`src/rtl/stream_demux_1ton_pkg.sv`:
```
// Shared definitions for the registered 1-to-N stream demultiplexer.
package stream_demux_1ton_pkg;

    localparam logic MODE_SEL = 1'b0;
    localparam logic MODE_RR  = 1'b1;

    // Minimum select width able to address n channels (at least 1 bit).
    function automatic int unsigned sel_width(input int unsigned n);
        int unsigned w;
        w = 1;
        for (int unsigned i = 1; i < 32; i++) begin
            if ((32'd1 << (i - 1)) < n) begin
                w = i;
            end
        end
        return w;
    endfunction

endpackage

```
`src/rtl/stream_demux_1ton_slot.sv`:
```
// One-entry valid/ready holding register; refills in the same cycle it drains.
module stream_demux_1ton_slot #(
    parameter int unsigned DataW = 8
) (
    input  logic             clk_i,
    input  logic             rst_ni,
    input  logic             load_i,
    input  logic [DataW-1:0] data_i,
    input  logic             ready_i,
    output logic             valid_o,
    output logic [DataW-1:0] data_o,
    output logic             free_o
);

    logic             valid_q, valid_d;
    logic [DataW-1:0] data_q, data_d;

    always_comb begin
        valid_d = valid_q;
        data_d  = data_q;
        if (load_i) begin
            valid_d = 1'b1;
            data_d  = data_i;
        end else if (ready_i) begin
            valid_d = 1'b0;
        end
    end

    always_ff @(posedge clk_i or negedge rst_ni) begin
        if (!rst_ni) begin
            valid_q <= 1'b0;
            data_q  <= '0;
        end else begin
            valid_q <= valid_d;
            data_q  <= data_d;
        end
    end

    assign valid_o = valid_q;
    assign data_o  = data_q;
    assign free_o  = ~valid_q | ready_i;

endmodule

```
`src/rtl/stream_demux_1ton.sv`:
```
// Registered 1-to-N stream demux with explicit-select and round-robin routing.
module stream_demux_1ton
    import stream_demux_1ton_pkg::*;
#(
    parameter int unsigned N_OUT  = 4,
    parameter int unsigned SEL_W  = 2,
    parameter int unsigned DATA_W = 8
) (
    input  logic                    clk,
    input  logic                    rst_n,
    input  logic                    in_valid,
    output logic                    in_ready,
    input  logic [DATA_W-1:0]       in_data,
    input  logic [SEL_W-1:0]        in_sel,
    input  logic                    mode,
    output logic [N_OUT-1:0]        out_valid,
    input  logic [N_OUT-1:0]        out_ready,
    output logic [N_OUT*DATA_W-1:0] out_data,
    output logic [SEL_W-1:0]        rr_ptr,
    output logic                    drop_pulse
);

    if (N_OUT < 2 || SEL_W < sel_width(N_OUT)) begin : gen_param_err
        $error("stream_demux_1ton: SEL_W too narrow for N_OUT or N_OUT < 2");
    end

    logic [SEL_W-1:0] tgt;
    logic [SEL_W-1:0] rr_ptr_q, rr_ptr_d;
    logic [N_OUT-1:0] hit, slot_free, load;
    logic             legal, accept;
    logic             drop_q, drop_d;

    // A target outside 0..N_OUT-1 matches no slot, so in_ready stays 1 and the beat is dropped.
    always_comb begin
        tgt      = (mode == MODE_RR) ? rr_ptr_q : in_sel;
        hit      = '0;
        in_ready = 1'b1;
        for (int k = 0; k < int'(N_OUT); k++) begin
            if (tgt == SEL_W'(k)) begin
                hit[k]   = 1'b1;
                in_ready = slot_free[k];
            end
        end
        legal    = |hit;
        accept   = in_valid & in_ready;
        load     = {N_OUT{accept}} & hit;
        drop_d   = accept & ~legal;
        rr_ptr_d = rr_ptr_q;
        if (accept && mode == MODE_RR) begin
            rr_ptr_d = (rr_ptr_q == SEL_W'(N_OUT - 1)) ? '0 : rr_ptr_q + SEL_W'(1);
        end
    end

    always_ff @(posedge clk or negedge rst_n) begin
        if (!rst_n) begin
            rr_ptr_q <= '0;
            drop_q   <= 1'b0;
        end else begin
            rr_ptr_q <= rr_ptr_d;
            drop_q   <= drop_d;
        end
    end

    for (genvar k = 0; k < N_OUT; k++) begin : gen_slot
        stream_demux_1ton_slot #(
            .DataW(DATA_W)
        ) u_slot (
            .clk_i  (clk),
            .rst_ni (rst_n),
            .load_i (load[k]),
            .data_i (in_data),
            .ready_i(out_ready[k]),
            .valid_o(out_valid[k]),
            .data_o (out_data[k*DATA_W +: DATA_W]),
            .free_o (slot_free[k])
        );
    end

    assign rr_ptr     = rr_ptr_q;
    assign drop_pulse = drop_q;

endmodule
```
`config.mk`:
```
export PLATFORM = sky130hd
export DESIGN_NAME = stream_demux_1ton
export DESIGN_NICKNAME = d
export VERILOG_FILES = /design/src/rtl/stream_demux_1ton_pkg.sv /design/src/rtl/stream_demux_1ton_slot.sv /design/src/rtl/stream_demux_1ton.sv
export SDC_FILE = /design/constraint.sdc
export NUM_CORES = 1
export LEC_CHECK = 0
export BUFFER_PORTS_ARGS = -buffer_cell sky130_fd_sc_hd__buf_2
export CELL_PAD_IN_SITES_DETAIL_PLACEMENT = 0
export CELL_PAD_IN_SITES_GLOBAL_PLACEMENT = 1
export CORE_MARGIN = 2
export CORE_UTILIZATION = 30
export DETAILED_ROUTE_END_ITERATION = 10
export PLACE_DENSITY_LB_ADDON = 0.1
export SLEW_MARGIN = 20
export SYNTH_ARGS = -nofsm -noshare
export SYNTH_HDL_FRONTEND = slang
export SYNTH_SLANG_ARGS = --single-unit
```
`constraint.sdc`:
```
create_clock -name clk -period 2.09 [get_ports clk]
set_input_delay 0.418 -clock clk [delete_from_list [all_inputs] [get_ports clk]]
set_output_delay 0.418 -clock clk [all_outputs]
set_load 0.01 [all_outputs]
```
# Word level (Yosys, flattened, before mapping)
# Index checks and enable logic that the tools add are counted.
# W data, S select, Z words.
[classes]
magnitude_cmp = 0
muxes = 18
n_eq_ne = 4
n_div = 0
n_bitwise = 12
shift = 0
mul = 0
reduce_logical = 7
add_sub_neg = 1
[op_table]
columns = ["op", "count"]
rows = [
  ["$mux W1", 16],
  ["$reduce_bool A2 Y1", 4],
  ["$eq A2 B2 Y1 const B", 3],
  ["$not A1 Y1", 5],
  ["$and A4 B4 Y4", 1],
  ["$mux W2", 2],
  ["$or A1 B1 Y1", 4],
  ["$reduce_or A4 Y1", 1],
  ["$add A2 B1 Y2 const B", 1],
  ["$and A1 B1 Y1", 2],
  ["$eq A2 B1 Y1 const B", 1],
  ["$logic_not A2 Y1", 1],
  ["$logic_and A1 B1 Y1", 1],
]
[totals]
ram_bits = 0
elab_cells = 52
memories = 0
regBits = 39
output_inout_bits = 40
rom_bits = 0
latch_bits = 0

# Longest topological paths before layout
[logic_depth]
word_depth = 9
mapped_depth = 6

# By module
# Synthesis repeated with hierarchy kept, for this count alone.
[hier_totals]
cells_unflattened = 109
area_unflattened_um2 = 1775.5
[by_module_without_submodules]
columns = ["mod", "area_each_um2", "n_inst", "cells_per_inst"]
rows = [
  ["stream_demux_1ton_slot", 369.1, 4, 20],
  ["stream_demux_1ton", 299.0, 1, 29],
]

# Least setup slack after synthesis
# Ideal clock, no wire load.
[synth_timing]
kind = "reg-to-reg"
start = "register rr_ptr_q[0], in the netlist rr_ptr[0]"
end = "register gen_slot[1].u_slot.data_q[0]"
setup_ns = 0.125
path_stages_with_launch = 7
path_slack_ns = 0.095
arrival_time_ns = 1.870
period_less_slack_ns = 1.995
n_path_buf = 1
cell_sequence = "dfrtp_1 > or3b_1 > a21oi_2 > a2111oi_4 > and3_1 > buf_6 > mux2_4"
[synth_between]
elab_chain_len = 8
[synth_lines]
columns = ["item", "line_no", "text"]
rows = [
  ["start: declaration", "stream_demux_1ton.sv:28", "logic [SEL_W-1:0] rr_ptr_q, rr_ptr_d;"],
  ["start signal: assignment", "stream_demux_1ton.sv:59", "rr_ptr_q <= rr_ptr_d;"],
  ["$mux W2 *", "stream_demux_1ton.sv:35", "tgt = (mode == MODE_RR) ? rr_ptr_q : in_sel;"],
  ["$logic_not A2 Y1", "stream_demux_1ton.sv:39", "if (tgt == SEL_W'(k)) begin"],
  ["$mux W1 (3 in a row)", "stream_demux_1ton.sv:39", ""],
  ["$mux W1 *", "stream_demux_1ton.sv:39", ""],
  ["named net in_ready", "stream_demux_1ton.sv:12", "output logic in_ready,"],
  ["$and A1 B1 Y1 *", "stream_demux_1ton.sv:45", "accept = in_valid & in_ready;"],
  ["$and A4 B4 Y4 *", "stream_demux_1ton.sv:46", "load = {N_OUT{accept}} & hit;"],
  ["end signal: assignment", "stream_demux_1ton_slot.sv:35", "data_q <= data_d;"],
  ["end: declaration", "stream_demux_1ton_slot.sv:16", "logic [DataW-1:0] data_q, data_d;"],
]
# The timed path passes the listed nets; every way through them passes the cells marked *.
# A chain may end at the register's enable or synchronous reset.

# Final worst setup path
[layout_timing]
start = "register rr_ptr_q[1], in the netlist rr_ptr[1]"
end = "output in_ready"
[layout_between]
elab_chain_len = 6
[layout_lines]
columns = ["item", "line_no"]
rows = [
  ["$mux W2 *", "stream_demux_1ton.sv:35"],
  ["$logic_not A2 Y1", "stream_demux_1ton.sv:39"],
  ["$mux W1 (3 in a row)", "stream_demux_1ton.sv:39"],
  ["$mux W1 *", "stream_demux_1ton.sv:39"],
  ["end: declaration", "stream_demux_1ton.sv:12"],
]
# Every way passes the cells marked *; elsewhere a longest branch is shown, timed or not.

==> key figures <==
Run status
  • Status: finished, final reports clean

Synth
  • Adder-cell share of the synthesized area: 0.00692
  • Complex-gate fraction of the synthesized area: 0.0615
  • Top-count cell post-synth: dfrtp_1
  • Cells after synthesis: 113
  • Mux cell area share after synthesis: 0.278
  • EDFF count, synth: 0
  • Post-synthesis register bit count: 39
  • Largest area contributor in the netlist: dfrtp_1
  • Library cells used by synthesis: 24
  • Largest family of logic cells by synthesized area: multiplexers
  • Mapped Nets: 132
  • Post-synth top area share: 0.539
  • Synth Area in XOR/XNOR: 0
  • Prevailing post-synth register cell: dfrtp_1
  • FFs w/ async S/R, synth: 1.00
  • Most instantiated cells after synthesis: dfrtp_1, mux2_4, buf_4, buf_6
  • Mapped Area: 1810 um^2
  • Register area share after synthesis: 0.539
  • Synthesized area per cell: 16.0 um^2
  • Simple-gate share of the synthesized area: 0.0705
  • Synth area leaders: dfrtp_1, mux2_4, buf_6
  • Yosys warns: 0

STA
  • Final hold vios: 0
  • Min Tclk post-route: 2040 ps
  • Period utilisation layout: 0.976
  • Layout Skew: 5.15 ps
  • Setup WS post-layout: 50.1 ps
  • Setup_tns: 0 ps
  • RSZ-0062 raised after global routing: true
  • Fmax: 490 MHz
  • Max Slew Vio Count: 0
  • Finish-stage setup viols: 0

Drt
  • Met1 WL: 1810 um
  • TritonRoute pass-1 iters: 2
  • Met3 Routed Length: 242 um
  • DRC Markers: 0
  • Final WL: 3810 um
  • Routed WL per cell: 14.6 um
  • Met2 WL: 1710 um
  • DR iter-0 viols: 14
  • Post-DR vias/cell: 4.23
  • Antenna Nets Post-Route: 0
  • Highest routed layer: met4
  • Via count: 1105

Power and ir drop
  • P_sw: 0.00111 W
  • Switching share of power: 0.315
  • Int Power: 0.00241 W
  • Comb power frac: 0.441
  • Leak: 1.20 nW
  • P per Cell Area: 1440 nW/um^2
  • Clock network power share: 0.183
  • Max IR drop VDD: 0.495 mV
  • Sequential Power Share: 0.375

Setup path
  • Critical Path Fanout Max: 6
  • CP Class: flop to output pin
  • FF-to-FF setup slack: 120 ps
  • Setup crit start kind: flop
  • Crit path required time: 1670 ps
  • Worst R2R Start: rr_ptr[0]
  • Reg-to-Reg End: rr_ptr[0]
  • Largest stage delay, worst path: 430 ps
  • Worst reg-to-reg path cell count: 8
  • Critical path's slowest cell: dfrtp_2
  • Arrival @ worst endpoint: 1620 ps
  • WP buf/inv: 2
  • Critical path cell sequence: or3b_4 -> a21oi_4 -> a2111oi_4 -> buf_4 -> buf_6
  • Worst path top cell family by delay: flip-flops
  • Worst Setup End Kind: output pin

Final layout
  • Post-layout util: 0.414
  • Synthesis-to-layout area growth: 34.6%
  • FILL cells: 571
  • Nets: 204
  • Layout cells sized above 1: 0.699
  • Antenna cells: 0

GRT
  • Pin count of the biggest net entering global routing: 40
  • GRT overflow: 0
  • Number of global-route vias before repair: 1152
  • Initial antenna violation count: 0
  • GRT Util Overall: 0.125
  • First-pass GRT wire length: 6130 um

Clock tree
  • Clock Latency Late Sink: 290 ps
  • Clock-pin slew on the worst setup and hold paths: 80 ps
  • Buffer levels on the longest clock path: 2
  • TritonCTS Sinks: 39
  • TritonCTS clock tree: built
  • Clock H-tree levels: 2
  • Hold_buf cts: 0
  • Root Buffer: clkbuf_8
  • TritonCTS Buffers: 5

Floorplan
  • Initial core utilization: 0.307
  • Die ar.: 6670 um^2
  • # rows: 28
  • Die H: 81.7 um
  • Ports: 58
  • CORE AREA: 5890 um^2
  • Die width: 81.7 um

Flow run
  • Max_cap viols: 0

Worst hold path
  • Worst min path class: input port to async pin

Placed design
  • Place WS: -138 ps
  • Port bufs: 57
  • DP HPWL: 2640 um
  • Routability cong.: 0.786
worst max-delay path by stage:
stage / to / depth (start not counted) / from
after floorplan: gen_slot[1].u_slot.data_o[0] / 6 / rr_ptr[0]
after global placement: gen_slot[2].u_slot.data_o[6] / 8 / mode
after detailed placement: gen_slot[1].u_slot.data_o[2] / 6 / mode
after CTS: in_ready / 5 / rr_ptr[1]
after global routing: in_ready / 6 / rr_ptr[0]
final: in_ready / 5 / rr_ptr[1]
flip-flops by register name, indices dropped and copies added, names as in the netlist:
register and flops:
gen_slot.u_slot.data_o 32, rr_ptr 2, gen_slot.u_slot.valid_o 4, drop_pulse 1
stage by stage:
stage               instances  total power, W  hold slack (ps)  instance area, um^2
floorplan                 113         0.00223              122                 1810
global placement          247         0.00275              400                 2230
detailed placement        247         0.00278              405                 2230
CTS                       261         0.00353             78.9                 2400
global route              261         0.00375             73.0                 2440
finish                    261         0.00351             74.5                 2440
power by group through the flow:
stage | Clock, W | Sequential, W | Combinational [W]
finish | 0.000644 | 0.00132 | 0.00155
global route | 0.000707 | 0.00137 | 0.00167
floorplan | 0 | 0.00148 | 0.000744
CTS | 0.000667 | 0.00132 | 0.00154
detailed placement | 0 | 0.00133 | 0.00144
global placement | 0 | 0.00133 | 0.00142
kinds of logic after synthesis:
kind of cell	after synthesis
compound gates	11
fa+ha+maj	1
buf+inv	8
flops	39
mux	34
other cells	1
simple gates	19
layer usage:
metal,global-route usage,vias to the layer above
met1,0.165,523
met4,0.0400,0
met3,0.0429,7
met2,0.193,36
li1,-,539
met5,0,-
timing repair:
| item | CTS | global route |
|---|---|---|
| gates resized for setup | 4 | 6 |
| setup endpoints to repair | 1 | 14 |
| pin swaps | 1 | 4 |
| buffers inserted | 6 | 0 |
cell usage in the layout, fill, tap and decap left out, drive strengths merged:
master / instances
buf: 73
dfrtp: 39
mux2: 34
clkbuf: 5
or2b: 3
a21boi: 3
and2: 3
a21bo: 3
a21oi: 3
nor2: 2
nand3b: 2
or3b: 2
and3: 2
nand2: 1
o2bb2ai: 1
and2b: 1
or3: 1
nand3: 1
a2111oi: 1
or2: 1
ha: 1
bufinv: 1
inv: 1
clkinv: 1
conb: 1
cell type report:
cell class / instances / area, um^2 / area share
clock inverter: 3 / 47.5 / 0.0195
tap: 75 / 93.8 / 0.0385
clock buffer: 5 / 68.8 / 0.0282
timing repair buffer: 73 / 453 / 0.186
multi-input combinational: 66 / 796 / 0.327
sequential: 39 / 977 / 0.401
Note: power is estimated with default switching activity, not from simulation.
